[src/rtl/handshake_rr_arbiter_pkg.sv]
// Shared types and width helpers for the round-robin handshake arbiters.
package handshake_arb_pkg;

    typedef enum logic {
        ST_IDLE,
        ST_GRANT
    } state_t;

    function automatic int idx_width(input int n);
        return (n > 1) ? $clog2(n) : 1;
    endfunction

    // Counter holds 0..GRANT_HOLD-1; the grant ends on the beat taken at GRANT_HOLD-1.
    function automatic int beat_cnt_width(input int hold);
        return (hold > 1) ? $clog2(hold) : 1;
    endfunction

endpackage

[src/rtl/handshake_rr_arbiter_pick.sv]
// Combinational round-robin pick: first requester after last_ptr, wrapping at NUM_MASTERS.
module rr_priority_pick
    import handshake_arb_pkg::*;
#(
    parameter int NUM_MASTERS = 2,
    parameter int IDX_W       = idx_width(NUM_MASTERS)
) (
    input  logic [NUM_MASTERS-1:0] req,
    input  logic [IDX_W-1:0]       last_ptr,
    output logic [IDX_W-1:0]       pick,
    output logic                   any_req
);

    logic [2*NUM_MASTERS-1:0] w_req_dbl;
    logic [NUM_MASTERS-1:0]   w_rot;
    logic [IDX_W-1:0]         w_cand;
    logic                     w_found;

    // Rotate so bit 0 is the candidate after last_ptr; the candidate index wraps
    // explicitly so a non-power-of-two count never yields an out-of-range pick.
    always_comb begin
        pick      = '0;
        w_found   = 1'b0;
        w_cand    = (last_ptr >= IDX_W'(NUM_MASTERS - 1)) ? '0 : last_ptr + 1'b1;
        w_req_dbl = {req, req} >> w_cand;
        w_rot     = w_req_dbl[NUM_MASTERS-1:0];
        for (int j = 0; j < NUM_MASTERS; j++) begin
            if (!w_found && w_rot[0]) begin
                pick    = w_cand;
                w_found = 1'b1;
            end
            w_rot  = w_rot >> 1;
            w_cand = (w_cand == IDX_W'(NUM_MASTERS - 1)) ? '0 : w_cand + 1'b1;
        end
    end

    assign any_req = |req;

endmodule

[src/rtl/handshake_rr_arbiter.sv]
// Round-robin arbiter: NUM_MASTERS valid/ready sources share one registered sink.
// A grant ends after GRANT_HOLD beats or when the granted source goes idle.
module handshake_rr_arbiter
    import handshake_arb_pkg::*;
#(
    parameter int NUM_MASTERS = 2,
    parameter int DATA_WIDTH  = 32,
    parameter int GRANT_HOLD  = 4
) (
    input  logic                              clk,
    input  logic                              rst,
    input  logic [NUM_MASTERS*DATA_WIDTH-1:0] s_data,
    input  logic [NUM_MASTERS-1:0]            s_valid,
    output logic [NUM_MASTERS-1:0]            s_ready,
    output logic [DATA_WIDTH-1:0]             m_data,
    output logic                              m_valid,
    input  logic                              m_ready,
    output logic [$clog2(NUM_MASTERS)-1:0]    grant_id,
    output logic                              grant_active
);

    localparam int IDX_W = idx_width(NUM_MASTERS);
    localparam int CNT_W = beat_cnt_width(GRANT_HOLD);

    state_t                 r_state;
    logic [IDX_W-1:0]       r_grant_id;
    logic [IDX_W-1:0]       r_last_ptr;
    logic [CNT_W-1:0]       r_beat_cnt;
    logic [DATA_WIDTH-1:0]  r_m_data;
    logic                   r_m_valid;

    logic [IDX_W-1:0]       w_pick;
    logic                   w_any_req;
    logic                   w_can_load;
    logic                   w_active;
    logic [NUM_MASTERS-1:0] w_grant_mask;
    logic [NUM_MASTERS-1:0] w_s_ready;
    logic                   w_src_valid;
    logic                   w_src_beat;
    logic                   w_last_beat;
    logic [DATA_WIDTH-1:0]  w_sel_data;

    rr_priority_pick #(
        .NUM_MASTERS (NUM_MASTERS),
        .IDX_W       (IDX_W)
    ) u_pick (
        .req      (s_valid),
        .last_ptr (r_last_ptr),
        .pick     (w_pick),
        .any_req  (w_any_req)
    );

    assign w_can_load   = !r_m_valid || m_ready;
    assign w_active     = (r_state == ST_GRANT);
    assign w_grant_mask = NUM_MASTERS'(1) << r_grant_id;
    assign w_s_ready    = (w_active && w_can_load) ? w_grant_mask : '0;
    assign w_src_valid  = |(s_valid & w_grant_mask);
    assign w_src_beat   = |(s_valid & w_s_ready);
    assign w_last_beat  = (r_beat_cnt == CNT_W'(GRANT_HOLD - 1));
    assign w_sel_data   = s_data[int'(r_grant_id) * DATA_WIDTH +: DATA_WIDTH];

    always_ff @(posedge clk) begin
        if (rst) begin
            r_state    <= ST_IDLE;
            r_grant_id <= '0;
            r_last_ptr <= IDX_W'(NUM_MASTERS - 1);
            r_beat_cnt <= '0;
            r_m_data   <= '0;
            r_m_valid  <= 1'b0;
        end else begin
            // A new source beat wins over a sink beat, keeping m_valid high back-to-back.
            if (w_src_beat) begin
                r_m_data  <= w_sel_data;
                r_m_valid <= 1'b1;
            end else if (r_m_valid && m_ready) begin
                r_m_valid <= 1'b0;
            end

            case (r_state)
                ST_IDLE: begin
                    if (w_any_req) begin
                        r_grant_id <= w_pick;
                        r_last_ptr <= w_pick;
                        r_beat_cnt <= '0;
                        r_state    <= ST_GRANT;
                    end
                end
                ST_GRANT: begin
                    if (w_src_beat) begin
                        r_beat_cnt <= r_beat_cnt + 1'b1;
                    end
                    // Idle detection only counts while we could have taken a beat.
                    if ((w_src_beat && w_last_beat) || (!w_src_valid && w_can_load)) begin
                        r_state <= ST_IDLE;
                    end
                end
                default: r_state <= ST_IDLE;
            endcase
        end
    end

    assign s_ready      = w_s_ready;
    assign m_data       = r_m_data;
    assign m_valid      = r_m_valid;
    assign grant_id     = r_grant_id;
    assign grant_active = w_active;

endmodule
[config.mk]
export PLATFORM = sky130hd
export DESIGN_NAME = handshake_rr_arbiter
export DESIGN_NICKNAME = d
export VERILOG_FILES = /design/src/rtl/handshake_rr_arbiter_pkg.sv /design/src/rtl/handshake_rr_arbiter_pick.sv /design/src/rtl/handshake_rr_arbiter.sv
export SDC_FILE = /design/constraint.sdc
export NUM_CORES = 1
export LEC_CHECK = 0
export ABC_CLOCK_PERIOD_IN_PS = 3350
export CORE_MARGIN = 10
export CORE_UTILIZATION = 42
export CTS_CLUSTER_SIZE = 30
export DETAILED_ROUTE_END_ITERATION = 10
export PLACE_DENSITY = 0.85
export SYNTH_ARGS = -nofsm -noshare
export SYNTH_HDL_FRONTEND = slang
export SYNTH_SLANG_ARGS = --single-unit
[constraint.sdc]
create_clock -name clk -period 3.35 [get_ports clk]
set_input_delay 0.67 -clock clk [delete_from_list [all_inputs] [get_ports clk]]
set_output_delay 0.67 -clock clk [all_outputs]
set_load 0.03 [all_outputs]
==> impl_metrics.tcl <==
set metrics [dict create \
    fillers 346 \
    synth_top_area_share_pct 39.4 \
    antenna_left 0 \
    pre_cts_slack_ps 486 \
    grtUsageTotal_pct 15.6 \
    placed_cells 322 \
    crit_type "in2out" \
    dp_hpwl_um 4400 \
    critPathCaptureType "output pin" \
    top_layer_used "met4" \
    drcViolationCount 0 \
    antenna_found_initial 0 \
    n_antenna_cell 0 \
    hold_path.class "reg2reg" \
    drt-met1-wl_um 2460 \
    slew_headroom_pct 43.2 \
    cts_setup_buffers 0 \
    grt_pass1_vias 1944 \
    fin_setup_tns_ps 0 \
    worstPathCellList "clkdlybuf4s50_1 -> nor2b_1 -> nor3_1 -> clkdlybuf4s50_1" \
    rows 24 \
    hold_viol 0 \
    postCtsHoldBufs 0 \
    final_common_cell "clkdlybuf4s50_1" \
    crit_path_start_kind "input port" \
    synth.area.top_cells "dfxtp_1 (39%), mux2i_1 (17%), a211oi_2 (10%), a31oi_1 (10%), a211oi_1 (6.2%)" \
    path_common_cell "clkdlybuf4s50_1" \
    ys_ff_latch 38 \
    cts_made_buffers 5 \
    die_x_um 87.8 \
    slowest_stage "clkdlybuf4s50_1" \
    vias 1851 \
    final_cells 330 \
    synth_area_um2 1930 \
    powerDensity_nw_per_um2 410 \
    post_cts_resized 0 \
    min_period_ps 2900 \
    place_area_um2 2940 \
    finalInstanceArea_um2 3030 \
    met3_length_um 680 \
    avgSynthCellArea_um2 10.6 \
    post-route-worst-setup-slack_ps 454 \
    mostFrequentLayoutCells "clkdlybuf4s50_1 (103), dfxtp_1 (37), mux2i_1 (32), a31oi_1 (32)" \
    synth_xor_area_share_pct 0 \
    drive_above_1_share_pct 11.9 \
    grt_pass1_wl_um 9850 \
    vdd_drop_max_v 0.000215 \
    clkSinkCount 38 \
    drt_iter0_markers 74 \
    finalCritPeriodShare_pct 86.4 \
    muxShareOfSynthArea_pct 18.1 \
    die_h_um 87.8 \
    final_nets 347 \
    cts_tree "built" \
    core-area_um2 4410 \
    cts_root_buf "clkbuf_8" \
    synthAdderAreaFrac_pct 0.648 \
    yosys_warnings 0 \
    overflow 0 \
    wl_per_cell_um 18.4 \
    drt_first_pass_iters 4 \
    required_ps 2680 \
    grt_max_degree 42 \
    maxCapViolCount 0 \
    areaGrowthSynthToFinish_pct 57.1 \
    worstPathMaxFanout 6 \
    synthSimpleGateAreaFrac_pct 4.60 \
    clockBufferDepth 2 \
    die_area_um2 7710 \
    critPathMaxStageDelay_ps 610 \
    wl_met2_um 2890 \
    finalMaxSlewViolations 0 \
    synthCells 183 \
    max_freq_mhz 345 \
    synth_top_family_by_area "compound AO/OA/AOI/OAI gates" \
    worst_pin_slew_ps 852 \
    cp.arrival_ps 2230 \
    p_leak_uw 0.00102 \
    status "finished clean" \
    synth_nets 253 \
    yosysSeqAreaShare_pct 39.4 \
    rsz0062_at_grt "no" \
    setup_viol 0 \
    ys_types 30 \
    synth_top_area_cell "dfxtp_1" \
    clk_latency_ps 280 \
    final_core_util_pct 68.7 \
    port_buffers 105 \
    gp_congestion 0.783 \
    finalClockSkew_ps 3.07 \
    io_pins 106 \
    synth-compound-area-share_pct 30.4 \
    start_util_pct 43.8 \
    viasPerCell 5.61 \
    routed_wl_um 6090 \
    cts.reportedPaths.clkPinSlew_ps 70 \
    h-tree-depth 2 \
]
[final cells by class]
type | count | area, um2 | share of cell area, %
clock buffer | 7 | 86.3 | 2.85
clock inverter | 1 | 5.00 | 0.165
inverter | 1 | 3.75 | 0.124
multi-input combinational | 122 | 1040 | 34.2
sequential | 38 | 762 | 25.1
tap | 52 | 65.1 | 2.14
timing repair buffer | 109 | 1070 | 35.4
[per-stage QoR]
step	hold slack, ps	power (uW)
after global placement	470	932
after CTS	501	1260
after global routing	536	1310
final	498	1240
after detailed placement	483	940
after floorplan	460	761
[cells by family (layout without fill, tap and decap cells)]
family | count (synthesis) | after routing
simple gates | 14 | 14
compound gates | 73 | 73
buf+inv | 23 | 118
mux | 34 | 34
flops | 38 | 38
fa+ha+maj | 1 | 1
[state kept, by name, indices dropped and copies added, names as in the netlist]
name          count
r_last_ptr        1
grant_id          1
grant_active      1
m_valid           1
r_beat_cnt        2
m_data           32
[per-layer routing]
metal / global-route usage, % / up-vias
met1: 17.4 / 859
li1: - / 911
met5: 0 / -
met3: 8.08 / 7
met2: 25.7 / 74
met4: 4.35 / 0
[synthesized netlist by cell type, drive strengths merged]
master,number
and3,1
a211o,1
ha,1
o311ai,2
nor2,2
dfxtp,38
nor3b,1
buf,16
mux2i,33
inv,1
a31oi,32
a32oi,1
clkbuf,6
nor3,4
mux2,1
o21bai,1
nand4,1
a21oi,3
or4,1
o211a,1
nand2,1
nor2b,1
nand2b,2
a211oi,32
[worst max-delay path: cells and delay by family]
kind	cells	cell delay (ps)
buffers and inverters	2	1020
and+or+nand+nor	2	530
[final timing paths]
kind	start	endpoint	slack [ps]	depth (start not counted)
worst min register to register	r_last_ptr	r_last_ptr	500	1
worst max-delay path	m_ready	s_ready[0]	450	4
worst max register to register	grant_id	m_data[12]	1300	5
worst min-delay path	r_last_ptr	r_last_ptr	500	1
[power breakdown]
group          internal (uW)  switching, uW  total [uW]  leakage (uW)
Sequential               490           20.1         510      0.000313
Combinational            202            216         418      0.000659
Clock                    166            149         315     0.0000482
Power figures use the tool's default switching activity.
